`config.mk`:
```
export PLATFORM = sky130hd
export DESIGN_NAME = start_button_detector
export DESIGN_NICKNAME = d
export VERILOG_FILES = /design/src/rtl/start_button_detector.sv
export SDC_FILE = /design/constraint.sdc
export NUM_CORES = 1
export LEC_CHECK = 0
export ABC_AREA = 1
export ABC_CLOCK_PERIOD_IN_PS = 2050
export CORE_UTILIZATION = 46
export DETAILED_ROUTE_END_ITERATION = 10
export PLACE_DENSITY = 0.8
export SLEW_MARGIN = 20
export SYNTH_ARGS = -nofsm -noshare
export SYNTH_HDL_FRONTEND = slang
export SYNTH_SLANG_ARGS = --single-unit
```
`constraint.sdc`:
```
create_clock -name clk_in -period 2.05 [get_ports clk_in]
set_input_delay 0.3075 -clock clk_in [delete_from_list [all_inputs] [get_ports clk_in]]
set_output_delay 0.3075 -clock clk_in [all_outputs]
set_load 0.01 [all_outputs]
```
`src/rtl/start_button_detector.sv`:
```
// start_button_detector
// Watches the tracked cursor and decides when the player has "pressed" the
// start-screen play button by dwelling inside it for DWELL_FRAMES consecutive
// hit frames. Emits a one-cycle start pulse plus hover/progress feedback.
module start_button_detector #(
    parameter int unsigned BTN_X        = 380,
    parameter int unsigned BTN_Y        = 500,
    parameter int unsigned BTN_W        = 200,
    parameter int unsigned BTN_H        = 100,
    parameter int unsigned DWELL_FRAMES = 60,
    parameter int unsigned LOSS_FRAMES  = 4
) (
    input  logic        clk_in,
    input  logic        rst_in,
    input  logic        enable_in,
    input  logic        new_frame_in,
    input  logic        valid_in,
    input  logic [10:0] x_in,
    input  logic [9:0]  y_in,
    output logic        hover_out,
    output logic [7:0]  progress_out,
    output logic        start_out
);

    typedef enum logic [1:0] {
        S_IDLE  = 2'd0,
        S_HOVER = 2'd1,
        S_FIRED = 2'd2
    } state_t;

    // Button bounds held 12 bits wide so the right/bottom sums cannot wrap.
    localparam logic [11:0] X_LO  = 12'(BTN_X);
    localparam logic [11:0] X_HI  = 12'(BTN_X + BTN_W);
    localparam logic [11:0] Y_LO  = 12'(BTN_Y);
    localparam logic [11:0] Y_HI  = 12'(BTN_Y + BTN_H);
    localparam logic [7:0]  DWELL = 8'(DWELL_FRAMES);
    localparam logic [3:0]  LOSS  = 4'(LOSS_FRAMES);

    state_t      state_q, state_d;
    logic [7:0]  dwell_q, dwell_d;
    logic [3:0]  miss_q, miss_d;
    logic        flag_q, flag_d;
    logic        hover_q, hover_d;
    logic        start_q, start_d;

    logic [11:0] x_ext;
    logic [11:0] y_ext;
    logic        in_box;
    logic        sample_hit;
    logic [7:0]  dwell_inc;
    logic [3:0]  miss_inc;

    // Hit test: inclusive left/top edges, exclusive right/bottom edges.
    always_comb begin
        x_ext      = {1'b0, x_in};
        y_ext      = {2'b00, y_in};
        in_box     = (x_ext >= X_LO) && (x_ext < X_HI) &&
                     (y_ext >= Y_LO) && (y_ext < Y_HI);
        sample_hit = valid_in && in_box;
        dwell_inc  = (dwell_q >= DWELL) ? DWELL : dwell_q + 8'd1;
        miss_inc   = miss_q + 4'd1;
    end

    // State and counter registers with synchronous reset.
    always_ff @(posedge clk_in) begin
        if (rst_in) begin
            state_q <= S_IDLE;
            dwell_q <= '0;
            miss_q  <= '0;
            flag_q  <= 1'b0;
            hover_q <= 1'b0;
            start_q <= 1'b0;
        end else begin
            state_q <= state_d;
            dwell_q <= dwell_d;
            miss_q  <= miss_d;
            flag_q  <= flag_d;
            hover_q <= hover_d;
            start_q <= start_d;
        end
    end

    // Next-state and counter update, evaluated once per frame boundary.
    always_comb begin
        state_d = state_q;
        dwell_d = dwell_q;
        miss_d  = miss_q;
        if (!enable_in) begin
            state_d = S_IDLE;
            dwell_d = '0;
            miss_d  = '0;
        end else if (new_frame_in) begin
            case (state_q)
                S_IDLE: begin
                    if (flag_q) begin
                        dwell_d = 8'd1;
                        miss_d  = '0;
                        state_d = (DWELL == 8'd1) ? S_FIRED : S_HOVER;
                    end
                end
                S_HOVER: begin
                    if (flag_q) begin
                        miss_d  = '0;
                        dwell_d = dwell_inc;
                        if (dwell_inc == DWELL) begin
                            state_d = S_FIRED;
                        end
                    end else if (miss_inc >= LOSS) begin
                        dwell_d = '0;
                        miss_d  = '0;
                        state_d = S_IDLE;
                    end else begin
                        miss_d = miss_inc;
                    end
                end
                S_FIRED: begin
                    dwell_d = DWELL;
                    if (flag_q) begin
                        miss_d = '0;
                    end else if (miss_inc >= LOSS) begin
                        dwell_d = '0;
                        miss_d  = '0;
                        state_d = S_IDLE;
                    end else begin
                        miss_d = miss_inc;
                    end
                end
                default: begin
                    state_d = S_IDLE;
                    dwell_d = '0;
                    miss_d  = '0;
                end
            endcase
        end
    end

    // Frame flag, hover tracking and press pulse.
    // FIRED is only ever entered by a press, so the entry transition is the pulse.
    always_comb begin
        flag_d  = flag_q;
        hover_d = hover_q;
        start_d = 1'b0;
        if (!enable_in) begin
            flag_d  = 1'b0;
            hover_d = 1'b0;
        end else begin
            if (new_frame_in) begin
                flag_d = sample_hit;
            end else if (sample_hit) begin
                flag_d = 1'b1;
            end
            if (valid_in) begin
                hover_d = in_box;
            end
            start_d = new_frame_in && (state_d == S_FIRED) && (state_q != S_FIRED);
        end
    end

    assign hover_out    = hover_q;
    assign progress_out = dwell_q;
    assign start_out    = start_q;

endmodule

```
==> summary.md <==
| Metric | Value |
|---|---|
| Synth top cells by count | nand2_1 (49), inv_1 (20), dfxtp_1 (17) |
| Ys flop type | dfxtp_1 |
| Die width | 51.59 µm |
| IO buf count | 31 |
| Crit path kind | reg2out |
| Routed vias/inst | 5.229 |
| Netlist cell types | 25 |
| Final Slew Violations | 0 |
| # rows | 17 |
| Die H | 51.59 µm |
| Ys Warns | 0 |
| PD cells | 395.0 mW/mm² |
| Fin nets | 242 |
| Drt initial violations | 25 |
| Worst-margin pin slew | 0.4233 ns |
| Antenna Nets Post-Route | 0 |
| Fin Setup TNS | 0 ns |
| DP HPWL | 2.124 mm |
| Worst path cell trace | clkdlybuf4s50_1 |
| Diodes inserted | 0 |
| Initial Util | 50.17% |
| Routability Congestion | 0.8721 |
| Initial antenna violation count | 0 |
| Synthesized area | 0.001131 mm² |
| # setup viols final | 0 |
| Hold Vio Cnt, Final | 0 |
| Cell taking the most area after synthesis | dfxtp_1 |
| Lkg Pwr | 0.5898 nW |
| Startpoint types | flip-flop |
| Minimum clock period after layout | 1.715 ns |
| Top Ports | 36 |
| Clock-pin slew of the registers on the worst-case setup and hold paths | 0.10 ns |
| RSZ-0062 raised after global routing | no |
| Max_slew headroom | 71.75% |
| Worst min path class | reg2reg |
| Crit path max-delay family | buffers and inverters |
| Layout cells sized above 1 | 9.615% |
| Placed cell areas | 0.001461 mm² |
| DRC viols | 0 |
| Cells after Synth | 175 |
| Clk buf depth | 2 |
| Placed cells | 232 |
| Drt first pass iters | 4 |
| Worst path required time | 1.74 ns |
| Die ar. | 0.002661 mm² |
| Cell with the most instances after synthesis | nand2_1 |
| Async SR Flop Fraction | 0% |
| Via count | 1234 |
| Worst IR Drop VDD | 0.3309 mV |
| Achievable Freq | 0.5829 GHz |
| Largest net degree at the start of global routing | 14 |
| Critical Path AT | 1.41 ns |
| Final instance area | 0.001489 mm² |
| Mapped Avg Cell Area | 6.463 µm² |
| Worst-Skew Late Latency | 0.29 ns |
| Post-layout util | 66.04% |
| CTS tree | done |
| GRT Overall Usage | 22.30% |
| Fin crit share | 83.68% |
| Num CTS Buffers | 3 |
| Max-cap violation count | 0 |
| Fin cells | 236 |
| Share of the synthesized area in the top cell type | 30.09% |
| First-pass GRT wire length | 4.471 mm |
| Setup bufs post-CTS | 0 |
| CP max FO | 9 |
| WL final | 2.578 mm |
| Synth Register Bits | 17 |
| Total clock sinks | 17 |
| Outcome | finished clean |
| Area Growth Syn to Fin | 31.64% |
| H-tree depth | 1 |
| Clock skew | 0.009036 ns |
| CTS Root Cell | clkbuf_4 |
| Hold Buf Count CTS | 0 |
| Critical-path top delay cell | clkdlybuf4s50_1 |
| Top cells by area, synth | dfxtp_1 (30%), nand2_1 (16%), ha_1 (7.7%), inv_1 (6.6%), a21oi_1 (4.9%) |
| Crit path largest cell delay | 0.60 ns |
| Worst hold start | progress_out[6] |
| Launch point of the worst path | progress_out[2] |
| Post-synth EDFFs | 0 |
| GRT Residual Overflow | 0 |
| WL/cell | 10.92 µm |
| PostCTS Resize Cnt | 0 |
| CP Capture Type | primary output |
| Core area | 0.002255 mm² |
| Register area share after synthesis | 30.09% |
| Critical path buffers and inverters | 1 |
| Vias in the first global route | 1135 |
| RR Startpoint | state_q[0] |
| Syn Nets | 208 |
==> state kept, by name, indices dropped and copies added, names as in the netlist <==
signal,count
progress_out,8
start_out,1
miss_q,4
flag_q,1
state_q,2
hover_out,1
==> cell families after synthesis <==
kind of cell | count (synthesis) | share of synthesized area (%)
AND/OR/NAND/NOR | 99 | 39.94
adder cells (fa/ha/maj) | 7 | 7.743
flip-flops | 17 | 30.09
AO/OA/AOI/OAI | 25 | 12.50
buffers and inverters | 27 | 9.733
==> metrics by stage <==
step                setup slack (ns)  hold WS (ns)  power [mW]
CTS                           0.3305        0.4731      0.5941
detailed placement            0.3458        0.4588      0.4216
global placement              0.3637        0.4475      0.4186
global route                  0.1565        0.5030      0.6181
finish                        0.3346        0.4761      0.5881
floorplan                     0.5729        0.3799      0.3691
==> power breakdown <==
part	internal, mW	switching [mW]	leakage, nW	total, mW
Combinational	0.0475	0.0338	0.435	0.0812
Sequential	0.331	0.00157	0.137	0.333
Clock	0.0726	0.101	0.0177	0.174
Total	0.451	0.137	0.590	0.588
==> final timing paths <==
path	endpoint	slack, ns	cells after the start
worst max-delay path	progress_out[2]	0.33	1
worst min-delay path	progress_out[6]	0.48	2
worst max register to register	progress_out[0]	0.35	9
worst min register to register	progress_out[6]	0.48	2
==> area by class of cell <==
| class | count | area, µm² |
|---|---|---|
| multi-input combinational | 131 | 680.7 |
| timing repair buffer | 31 | 310.3 |
| clock buffer | 3 | 22.52 |
| fill | 218 | 765.7 |
| tap | 28 | 35.03 |
| clock inverter | 1 | 5.005 |
| sequential | 17 | 340.3 |
| inverter | 25 | 95.09 |
==> worst register-to-register path, stage by stage (launching register included) <==
cell	delay [ns]
dfxtp_1	0.43
inv_1	0.09
ha_1	0.24
nand2_1	0.10
nand2_1	0.09
inv_2	0.12
nand2_2	0.14
nor2_2	0.21
nand2_1	0.10
a31oi_1	0.12
==> layout by cell type, fill, tap and decap left out <==
cell / synthesis / routed
nand2_1: 49 / 49
clkdlybuf4s50_1: 0 / 31
inv_1: 20 / 20
dfxtp_1: 17 / 17
nor2_1: 13 / 13
a21oi_1: 11 / 11
nand3_1: 10 / 10
nor3_1: 8 / 8
nand4_1: 7 / 7
ha_1: 7 / 7
nor2_2: 6 / 6
inv_2: 4 / 4
o21ai_0: 4 / 4
a31oi_1: 3 / 3
nand2_2: 3 / 3
clkbuf_4: 0 / 3
o31ai_1: 2 / 2
clkinv_2: 1 / 2
o21ai_1: 2 / 2
o211ai_1: 1 / 1
nand2_4: 1 / 1
nand3b_1: 1 / 1
nand3_2: 1 / 1
a211oi_1: 1 / 1
a22oi_1: 1 / 1
==> per-layer routing <==
metal  part of all wire [%]  wire (µm)  track usage, %
met1                     43       1117           24.11
met2                     51       1324           42.42
met3                    4.0        103           3.801
met4                    1.2         31           8.559
met5                      0          0               0
Note: power is estimated with default switching activity, not from simulation.
